<file path="src/rtl/piso_serializer.sv">
// Parallel-in serial-out transmitter with valid/ready on both sides.
// Accepts a WIDTH-bit word and shifts it out one bit per serial beat, flagging the final bit.
module piso_serializer #(
  parameter int WIDTH     = 4,
  parameter bit MSB_FIRST = 1'b1
) (
  input  logic             clk,
  input  logic             rst,
  input  logic             load_valid,
  output logic             load_ready,
  input  logic [WIDTH-1:0] d,
  output logic             sout,
  output logic             sout_valid,
  input  logic             sout_ready,
  output logic             last,
  output logic             busy
);

  localparam int CW = (WIDTH > 1) ? $clog2(WIDTH) : 1;
  localparam logic [CW-1:0] CNT_LAST = CW'(WIDTH - 1);

  typedef enum logic {IDLE, SHIFT} state_t;

  state_t           state, state_next;
  logic [WIDTH-1:0] sh, sh_next;
  logic [CW-1:0]    cnt, cnt_next, cnt_inc;
  logic             last_next;
  logic             load_hs;
  logic             beat;

  // sout is taken straight from the output end of the shift register, which is zero while idle
  assign sout       = MSB_FIRST ? sh[WIDTH-1] : sh[0];
  assign sout_valid = (state == SHIFT);
  assign busy       = sout_valid;
  assign load_ready = !rst && (!sout_valid || (last && sout_ready));
  assign load_hs    = load_valid && load_ready;
  assign beat       = sout_valid && sout_ready;
  assign cnt_inc    = cnt + 1'b1;

  always_ff @(posedge clk or posedge rst) begin
    if (rst) begin
      state <= IDLE;
      sh    <= '0;
      cnt   <= '0;
      last  <= 1'b0;
    end else begin
      state <= state_next;
      sh    <= sh_next;
      cnt   <= cnt_next;
      last  <= last_next;
    end
  end

  // A load on the last-bit beat takes priority, giving back-to-back words with no bubble
  always_comb begin
    state_next = state;
    sh_next    = sh;
    cnt_next   = cnt;
    last_next  = last;
    if (load_hs) begin
      state_next = SHIFT;
      sh_next    = d;
      cnt_next   = '0;
      last_next  = (WIDTH == 1);
    end else if (beat) begin
      if (last) begin
        state_next = IDLE;
        sh_next    = '0;
        cnt_next   = '0;
        last_next  = 1'b0;
      end else begin
        sh_next    = MSB_FIRST ? (sh << 1) : (sh >> 1);
        cnt_next   = cnt_inc;
        last_next  = (cnt_inc == CNT_LAST);
      end
    end
  end

endmodule

</file>
<file path="config.mk">
export PLATFORM = sky130hd
export DESIGN_NAME = piso_serializer
export DESIGN_NICKNAME = d
export VERILOG_FILES = /design/src/rtl/piso_serializer.sv
export SDC_FILE = /design/constraint.sdc
export NUM_CORES = 1
export LEC_CHECK = 0
export CAP_MARGIN = 15
export CORE_AREA = 3 3 40 42
export CTS_CLUSTER_DIAMETER = 30
export DETAILED_ROUTE_END_ITERATION = 12
export DIE_AREA = 0 0 43 45
export DONT_BUFFER_PORTS = 1
export SLEW_MARGIN = 20
export SYNTH_ARGS = -nofsm -noshare
export SYNTH_HDL_FRONTEND = slang
export SYNTH_SLANG_ARGS = --single-unit
</file>
<file path="constraint.sdc">
create_clock -name clk -period 3.2 [get_ports clk]
set_input_delay 0.32 -clock clk [delete_from_list [all_inputs] [get_ports clk]]
set_output_delay 0.32 -clock clk [all_outputs]
set_load 0.02 [all_outputs]
</file>
==> results.tsv, run 1 <==
stage	metric	value	unit
die	Die Y	45	um
synth	register bit count reported by yosys	8	
timing	min cycle time layout	1680	ps
worst_setup_path	crit start category	register	
synth	most numerous cell in the Yosys netlist	dfrtp_1	
status	outcome	finished clean	
timing	final hold violation count	0	
synth	XOR/XNOR Fraction of Synth Area	0	%
synth	Yosys cell types	16	
synth	syn avg cell area	12.3	um2
detailed_routing	Final ANT Viol Nets	0	
die	die area	1940	um2
grt	initial antenna violation count	0	
min_path	HP Class	input port to register	
worst_setup_path	Critical Path RT	2880	ps
worst_setup_path	Crit. End Element	output pin	
detailed_routing	via density per instance	5.16	
timing	clk_skew	1.60	ps
grt	vias in the first global route	288	
die	core area	1280	um2
clock_tree	clock slew at the register clock pins of the worst setup and hold paths	50	ps
final_layout	Post-Layout Inst Area	424	um2
clock_tree	TritonCTS clock tree	built	
synth	area leader, netlist	dfrtp_1	
detailed_routing	vias post-DR	253	
grt	first-pass GRT wire length	1240	um
final_layout	# diodes	0	
synth	post-synthesis compound-gate area fraction	20.4	%
timing	Pins Over Slew Limit	0	
detailed_routing	first-pass detailed-route iteration total	4	
synth	Synth top area share	52.6	%
final_layout	NumNets Final	45	
clock_tree	H-tree Lvls	1	
grt	met1 usage	9.90	%
placement	Port Buffers	0	
timing	Final period util	52.5	%
detailed_routing	WL/cell	14.0	um
power_and_ir_drop	Pwr Density	932	nW/um2
timing	RSZ-0062 raised after global routing	false	
worst_setup_path	WP data arrival	1360	ps
timing	Setup Total Neg Slack	0	ps
grt	Total Routing Usage GR	8.82	%
clock_tree	root buffer cell	clkbuf_4	
synth	Synth Instances	31	
clock_tree	total CTS buffers	3	
detailed_routing	DRC Markers	0	
die	Initial Util	29.6	%
clock_tree	CTS Buffer Depth	2	
timing	f_max	595	MHz
power_and_ir_drop	Pwr Total	395	uW
grt	met2 Use GR	13.5	%
final_layout	Layout area overhead	11.5	%
placement	routability cong.	0.667	
placement	Placed Instances	45	
clock_tree	PostCTS Resize Cnt	0	
grt	met3 usage	6.77	%
synth	largest family of logic cells by synthesized area	compound AO/OA/AOI/OAI gates	
worst_setup_path	CP Max Fanout	6	
final_layout	share of post-route cells with drive strength above 1	26.5	%
synth	Synth warnings	0	
timing	slew margin rel.	70.2	%
synth	simple logic cell fraction of the synthesized area	15.8	%
synth	Top FF cell, synth	dfrtp_1	
synth	adder-cell share of the synthesized area	3.29	%
die	row count	13	
synth	Synthesized Nets	40	
detailed_routing	drt total wl	685	um
grt	grt ovf	0	
job	Max Cap Viol	0	
synth	post-synthesis sequential area ratio	52.6	%
final_layout	fin cells	49	
clock_tree	Sinks on Clock Net	8	
detailed_routing	DR iter-0 viols	7	
synth	Post-synth EDFFs	0	
timing	endpoints failing setup	0	
timing	Worst-Margin Slew	446	ps
placement	Placement Cell Area	392	um2
worst_setup_path	reg-to-reg slack, setup	1710	ps
synth	synth top area cells	dfrtp_1 (53%), a221o_1 (7.9%), a22o_2 (5.3%), and2_1 (4.9%), nand2b_4 (3.6%)	
grt	busiest grt layer	met2	
die	die width	43	um
synth	post-synthesis mux area share	2.96	%
power_and_ir_drop	Static Leakage	0.206	nW
synth	commonest cells in the synthesized netlist	dfrtp_1 (8), a221o_1 (3), and2_1 (3), inv_1 (3)	
timing	hold slack	210	ps
synth	Post-synth ARST share	100	%
synth	Post-Syn Area	380	um2
grt	largest net degree at the start of global routing	9	
worst_setup_path	CP Class	register to output pin	
die	I/O pins	13	
power_and_ir_drop	maximum vdd drop	0.279	mV
final_layout	Fillers	132	
clock_tree	clk_lat worst skew	240	ps
-- worst max-delay path, stage by stage (launching register included) --
cell      delay, ps
dfrtp_1         550
a21boi_2        260
nor2_1          310
-- sequential cells by signal (all words and copies together), names as in the netlist --
signal	flops
busy	1
cnt	2
last	1
sh	4
-- timing repair --
item	in CTS	in global routing
endpoints found under the hold margin	8	0
hold buffers	1	0
setup buffers	0	0
-- stage by stage --
step / util [%] / setup slack [ps]
after floorplan: - / 1920
after global routing: 33.0 / 1410
after global placement: 30.5 / 1770
final: 33.0 / 1520
after detailed placement: 30.5 / 1690
after CTS: 33.0 / 1500
-- placed cells by master (no fill, tap or decap), types with 2 or more instances in the layout --
master,n
clkbuf_4,3
dfrtp_1,8
a22o_2,2
and2_1,3
a221o_1,3
inv_1,3
nor2_1,2
-- final timing paths --
check                           start    endpoint  cells after the start
setup reg to reg                 busy       sh[2]                      3
hold reg to reg                 sh[0]       sh[0]                      1
hold / removal             load_valid        busy                      2
setup / recovery                 busy  load_ready                      2
min in group asynchronous         rst       sh[2]                      2
max in group asynchronous         rst      cnt[0]                      2
-- logic make-up (layout without fill, tap and decap cells) --
| kind of cell | after synthesis | in the layout |
|---|---|---|
| AO/OA/AOI/OAI | 8 | 8 |
| adder cells (fa/ha/maj) | 1 | 1 |
| multiplexers | 1 | 1 |
| buffers and inverters | 4 | 7 |
| AND/OR/NAND/NOR | 9 | 9 |
| flip-flops | 8 | 8 |
-- metal layers --
metal	wire [um]	share of wire [%]
met1	261	38
met2	370	54
met3	53	7.7
met4	0	0
met5	0	0
-- power breakdown --
part           switching, mW  internal [mW]  total (mW)
Combinational         0.0512         0.0651       0.116
Clock                 0.0325         0.0428      0.0753
Sequential            0.0604          0.143       0.204
-- cell type report --
cell class	count	area [um2]	area share [%]
sequential	8	200	47.2
inverter	3	11.3	2.65
tap	15	18.8	4.42
timing repair buffer	1	10.0	2.36
clock buffer	3	22.5	5.31
multi-input combinational	19	161	38.1
No activity file was read; power rests on OpenSTA's default activity.
==> run 2, diff against run 1 <==
==> constraint.sdc (replaced) <==
create_clock -name clk -period 1.6 [get_ports clk]
set_input_delay 0.16 -clock clk [delete_from_list [all_inputs] [get_ports clk]]
set_output_delay 0.16 -clock clk [all_outputs]
set_load 0.02 [all_outputs]
==> run 2 against run 1 <==
Worst hold slack lost 170 ps; register-to-register slack worse by 1400 ps; via count fell by 5.1%; cell count is 2.0% higher; non-clock buffer count increased by 1; utilization grew 0.58 points; clock skew fell by 1.4 ps; clock power is 120% higher; flip-flop and latch count unchanged; global-route usage fell by 0.26 points; cell area is 1.8% higher; combinational power is 140% higher; highest routed layer is now met4.
==> results.tsv, run 2 (same netlist as run 1, synthesis figures left out) <==
stage	metric	value	unit
timing	clk_skew	0.174	ps
clock_tree	total CTS buffers	3	
die	row count	13	
power_and_ir_drop	Pwr Density	1880	nW/um2
worst_setup_path	R2R Path Start	last	
clock_tree	clk_lat worst skew	260	ps
detailed_routing	Final ANT Viol Nets	0	
timing	hold slack	36.5	ps
final_layout	Layout area overhead	13.5	%
final_layout	max reg flops	4	
timing	f_max	735	MHz
timing	min cycle time layout	1360	ps
detailed_routing	via density per instance	4.80	
clock_tree	Sinks on Clock Net	8	
power_and_ir_drop	Static Leakage	0.211	nW
grt	met2 Use GR	12.0	%
die	Initial Util	29.6	%
worst_setup_path	crit start category	register	
final_layout	commonest non-fill, non-tap cell in the layout	dfrtp_1	
worst_setup_path	Critical R2R Capture	sh[1]	
timing	Setup Total Neg Slack	0	ps
min_path	hold path endpoint	busy	
timing	slew margin rel.	74.4	%
final_layout	Biggest register	sh	
worst_setup_path	WP data arrival	1200	ps
min_path	HP Class	input port to register	
grt	first-pass GRT wire length	1120	um
timing	final hold violation count	0	
grt	grt ovf	0	
worst_setup_path	cells along the critical path	a21boi_2, nor2_1	
worst_setup_path	critical path's slowest cell	dfrtp_1	
timing	RSZ-0062 raised after global routing	false	
grt	initial antenna violation count	0	
worst_setup_path	Critical Path RT	1440	ps
power_and_ir_drop	maximum vdd drop	0.538	mV
detailed_routing	vias post-DR	240	
die	core area	1280	um2
status	outcome	finished clean	
final_layout	most frequent cells in the layout	dfrtp_1 (8), and2_1 (3), a221o_1 (3), inv_1 (3), clkbuf_4 (3)	
timing	Pins Over Slew Limit	0	
worst_setup_path	CP Max Fanout	4	
grt	Total Routing Usage GR	8.56	%
final_layout	Fillers	143	
placement	Port Buffers	0	
clock_tree	clock slew at the register clock pins of the worst setup and hold paths	60	ps
die	die width	43	um
detailed_routing	DR iter-0 viols	5	
die	Die Y	45	um
final_layout	multi-input logic area	161	um2
timing	Worst-Margin Slew	382	ps
worst_setup_path	Crit. End Element	output pin	
worst_setup_path	CP Class	register to output pin	
min_path	hold depth	2	
final_layout	# diodes	0	
die	die area	1940	um2
clock_tree	TritonCTS clock tree	built	
die	I/O pins	13	
grt	largest net degree at the start of global routing	9	
final_layout	share of post-route cells with drive strength above 1	28.6	%
worst_setup_path	reg-to-reg slack, setup	280	ps
grt	vias in the first global route	250	
detailed_routing	DRC Markers	0	
placement	routability cong.	0.635	
clock_tree	CTS Buffer Depth	2	
worst_setup_path	number of buffers and inverters on the critical path	0	
clock_tree	# Post-CTS Setup Buffers	0	
grt	busiest grt layer	met2	
job	Max Cap Viol	0	
grt	met3 usage	3.59	%
worst_setup_path	CP top delay family	flip-flops	
detailed_routing	drt total wl	692	um
clock_tree	H-tree Lvls	1	
worst_setup_path	Worst Reg-to-Reg Cells	3	
worst_setup_path	CP peak stage delay	510	ps
final_layout	Reg area	200	um2
placement	post-DP HPWL	537	um
final_layout	NumNets Final	46	
final_layout	Largest regs	sh (4), cnt (2)	
grt	met1 usage	9.38	%
min_path	worst hold start	load_valid	
detailed_routing	first-pass detailed-route iteration total	3	
timing	Final period util	85.1	%
detailed_routing	WL/cell	13.8	um
clock_tree	root buffer cell	clkbuf_4	
timing	endpoints failing setup	0	
## run 2: area by class of cell
cell class	count	area share, %
well taps	15	4.35
multi-input cells	19	37.4
flip-flops and latches	8	46.4
inverters	3	2.61
repair buffers	2	4.06
clock buffers	3	5.22
## run 2: layer usage
metal	up-vias	share of wire, %
met5	-	0
met1	113	42
met3	2	6.9
li1	117	-
met4	0	1.7
met2	8	49
## run 2: how the worst max path moves through the flow
stage	from	to	cells after the start	slack, ps
6_report	last	load_ready	2	240
3_3_place_gp	last	sh[1]	3	300
2_1_floorplan	last	sh[1]	3	350
4_1_cts	last	load_ready	2	210
3_5_place_dp	last	sh[1]	3	270
5_1_grt	last	load_ready	2	160
## run 2: metrics by stage
stage / instances / setup WS, ps / power (mW) / area, um2 / util (%)
6_report: 50 / 239 / 0.811 / 432 / 33.6
2_1_floorplan: 31 / 351 / 0.605 / 380 / -
3_3_place_gp: 46 / 297 / 0.644 / 399 / 31.1
4_1_cts: 50 / 207 / 0.825 / 432 / 33.6
5_1_grt: 50 / 162 / 0.870 / 432 / 33.6
3_5_place_dp: 46 / 271 / 0.659 / 399 / 31.1
## run 2: where the power goes
| group | switching (mW) | total [mW] | internal (mW) |
|---|---|---|---|
| logic | 0.131 | 0.273 | 0.142 |
| registers | 0.0894 | 0.376 | 0.287 |
| clock network | 0.0763 | 0.163 | 0.0864 |
| total | 0.297 | 0.811 | 0.515 |
## run 2: repair_timing
item | 4_1_cts | 5_1_grt
gates resized for setup | 0 | 0
hold buffers | 1 | 0
endpoints found under the hold margin | 8 | 0
==> run 3, diff against run 2 <==
--- a/config.mk
+++ b/config.mk
@@ -11,6 +11,7 @@
 export DETAILED_ROUTE_END_ITERATION = 12
 export DIE_AREA = 0 0 43 45
 export DONT_BUFFER_PORTS = 1
+export GPL_ROUTABILITY_DRIVEN = 0
 export SLEW_MARGIN = 20
 export SYNTH_ARGS = -nofsm -noshare
 export SYNTH_HDL_FRONTEND = slang
==> constraint.sdc (replaced) <==
create_clock -name clk -period 1.33 [get_ports clk]
set_input_delay 0.133 -clock clk [delete_from_list [all_inputs] [get_ports clk]]
set_output_delay 0.133 -clock clk [all_outputs]
set_load 0.02 [all_outputs]
==> run 3 against run 2 <==
Combinational power grew 38%; critical path depth grew 1; setup slack lost 150 ps; worst hold slack lost 17 ps; clock-buffer cell count is the same; non-clock buffer count grew 2; largest cell class unchanged.
==> results.tsv, run 3 (same netlist as run 1, synthesis figures left out) <==
stage	metric	value	unit
final_layout	share of post-route cells with drive strength above 1	32.4	%
detailed_routing	DR iter-0 viols	5	
power_and_ir_drop	Static Leakage	0.221	nW
power_and_ir_drop	clock power share	18.1	%
final_layout	# diodes	0	
power_and_ir_drop	Pwr Density	2230	nW/um2
detailed_routing	first-pass detailed-route iteration total	3	
power_and_ir_drop	maximum vdd drop	0.626	mV
final_layout	Post-Layout Inst Area	447	um2
worst_setup_path	CP Max Fanout	6	
min_path	HP Class	input port to register	
clock_tree	H-tree Lvls	1	
timing	clk_skew	5.71	ps
clock_tree	total CTS buffers	3	
power_and_ir_drop	Sw Share	35.3	%
final_layout	Largest regs	sh (4), cnt (2)	
detailed_routing	DRC Markers	0	
worst_setup_path	critical path capture point	sh[1]	
grt	vias in the first global route	260	
power_and_ir_drop	internal power	645	uW
worst_setup_path	critical path's slowest cell	dfrtp_1	
timing	Pins Over Slew Limit	0	
final_layout	max reg flops	4	
timing	f_max	807	MHz
clock_tree	TritonCTS clock tree	built	
grt	grt ovf	0	
timing	final hold violation count	0	
worst_setup_path	cells along the critical path	and3b_2, and2_1, a221o_1	
final_layout	NumNets Final	48	
status	outcome	finished clean	
worst_setup_path	crit start category	register	
clock_tree	root buffer cell	clkbuf_4	
timing	Final period util	93.1	%
clock_tree	PostCTS Resize Cnt	0	
clock_tree	Sinks on Clock Net	8	
die	row count	13	
placement	Placed Instances	48	
worst_setup_path	WP data arrival	1360	ps
grt	first-pass GRT wire length	1160	um
timing	endpoints failing setup	0	
final_layout	fin cells	52	
worst_setup_path	Worst Reg-to-Reg Cells	3	
job	Max Cap Viol	0	
grt	Total Routing Usage GR	8.92	%
die	core area	1280	um2
worst_setup_path	Crit. End Element	register	
final_layout	Biggest register	sh	
worst_setup_path	Critical R2R Capture	sh[1]	
timing	slew margin rel.	79.9	%
detailed_routing	vias post-DR	251	
placement	Port Buffers	0	
detailed_routing	Final ANT Viol Nets	0	
worst_setup_path	Critical Path RT	1460	ps
die	Die Y	45	um
detailed_routing	via density per instance	4.83	
die	die area	1940	um2
placement	pre-CTS setup slack	96.4	ps
placement	post-DP HPWL	541	um
power_and_ir_drop	Reg power frac	44.1	%
placement	Placement Cell Area	414	um2
clock_tree	# Post-CTS Setup Buffers	0	
timing	Worst-Margin Slew	302	ps
die	Initial Util	29.6	%
die	I/O pins	13	
timing	RSZ-0062 raised after global routing	false	
final_layout	Layout area overhead	17.4	%
grt	largest net degree at the start of global routing	9	
worst_setup_path	CP peak stage delay	420	ps
clock_tree	Hold Buf Count CTS	1	
clock_tree	clock slew at the register clock pins of the worst setup and hold paths	50	ps
final_layout	Fillers	130	
power_and_ir_drop	Comb pwr share	37.8	%
detailed_routing	drt total wl	692	um
worst_setup_path	reg-to-reg slack, setup	90	ps
detailed_routing	WL/cell	13.3	um
die	die width	43	um
worst_setup_path	R2R Path Start	last	
worst_setup_path	crit path launch	last	
timing	min cycle time layout	1240	ps
grt	initial antenna violation count	0	
clock_tree	CTS Buffer Depth	2	
worst_setup_path	CP Class	register to register	
clock_tree	clk_lat worst skew	250	ps
timing	final setup margin	91.5	ps
final_layout	commonest non-fill, non-tap cell in the layout	dfrtp_1	
power_and_ir_drop	Net Switching	352	uW
timing	Setup Total Neg Slack	0	ps
==> run 3: changes by cell type in the layout (fill, tap and decap cells not counted), sizes merged <==
cell  change
buf       +2
==> run 3: metal layers <==
layer | track usage, % | share of wire, % | routed length (um) | vias up
met5 | 0 | 0 | 0 | -
met4 | 5.42 | 1.3 | 9 | 0
met3 | 6.37 | 8.4 | 58 | 2
met2 | 12.0 | 48 | 331 | 8
met1 | 10.2 | 42 | 292 | 119
li1 | - | - | - | 122
==> run 3: power by group through the flow <==
| stage | combinational, mW | sequential (mW) | clock (mW) |
|---|---|---|---|
| finish | 0.377 | 0.440 | 0.180 |
| CTS | 0.384 | 0.444 | 0.188 |
| global route | 0.416 | 0.456 | 0.211 |
| detailed placement | 0.382 | 0.447 | 0 |
| floorplan | 0.272 | 0.455 | 0 |
| global placement | 0.371 | 0.435 | 0 |
==> run 3: cell type report <==
type,count,area [um2],share of cell area (%)
Clock buffer,3,22.5,5.04
Inverter,3,11.3,2.52
Sequential cell,8,200,44.8
Multi-Input combinational cell,19,161,36.1
Timing Repair Buffer,4,32.5,7.28
Tap cell,15,18.8,4.20
==> run 3: stage by stage <==
step	power (mW)	util (%)	hold slack [ps]
global placement	0.806	32.2	-21.7
floorplan	0.727	-	-51.3
detailed placement	0.829	32.2	-14.4
CTS	1.02	34.8	17.5
finish	0.997	34.8	19.6
global route	1.08	34.8	3.43
==> run 3: worst max-delay path, delay by kind of cell (launching register included) <==
| family | cells | cell delay, ps |
|---|---|---|
| AO/OA/AOI/OAI | 1 | 270 |
| AND/OR/NAND/NOR | 2 | 430 |
| flip-flops | 1 | 420 |
==> run 3: worst min-delay path by stage <==
stage | start | to | depth (start not counted)
after global placement | rst | busy | 1
after detailed placement | rst | busy | 1
after CTS | load_valid | busy | 2
final | load_valid | busy | 2
after floorplan | rst | busy | 1
after global routing | load_valid | busy | 2
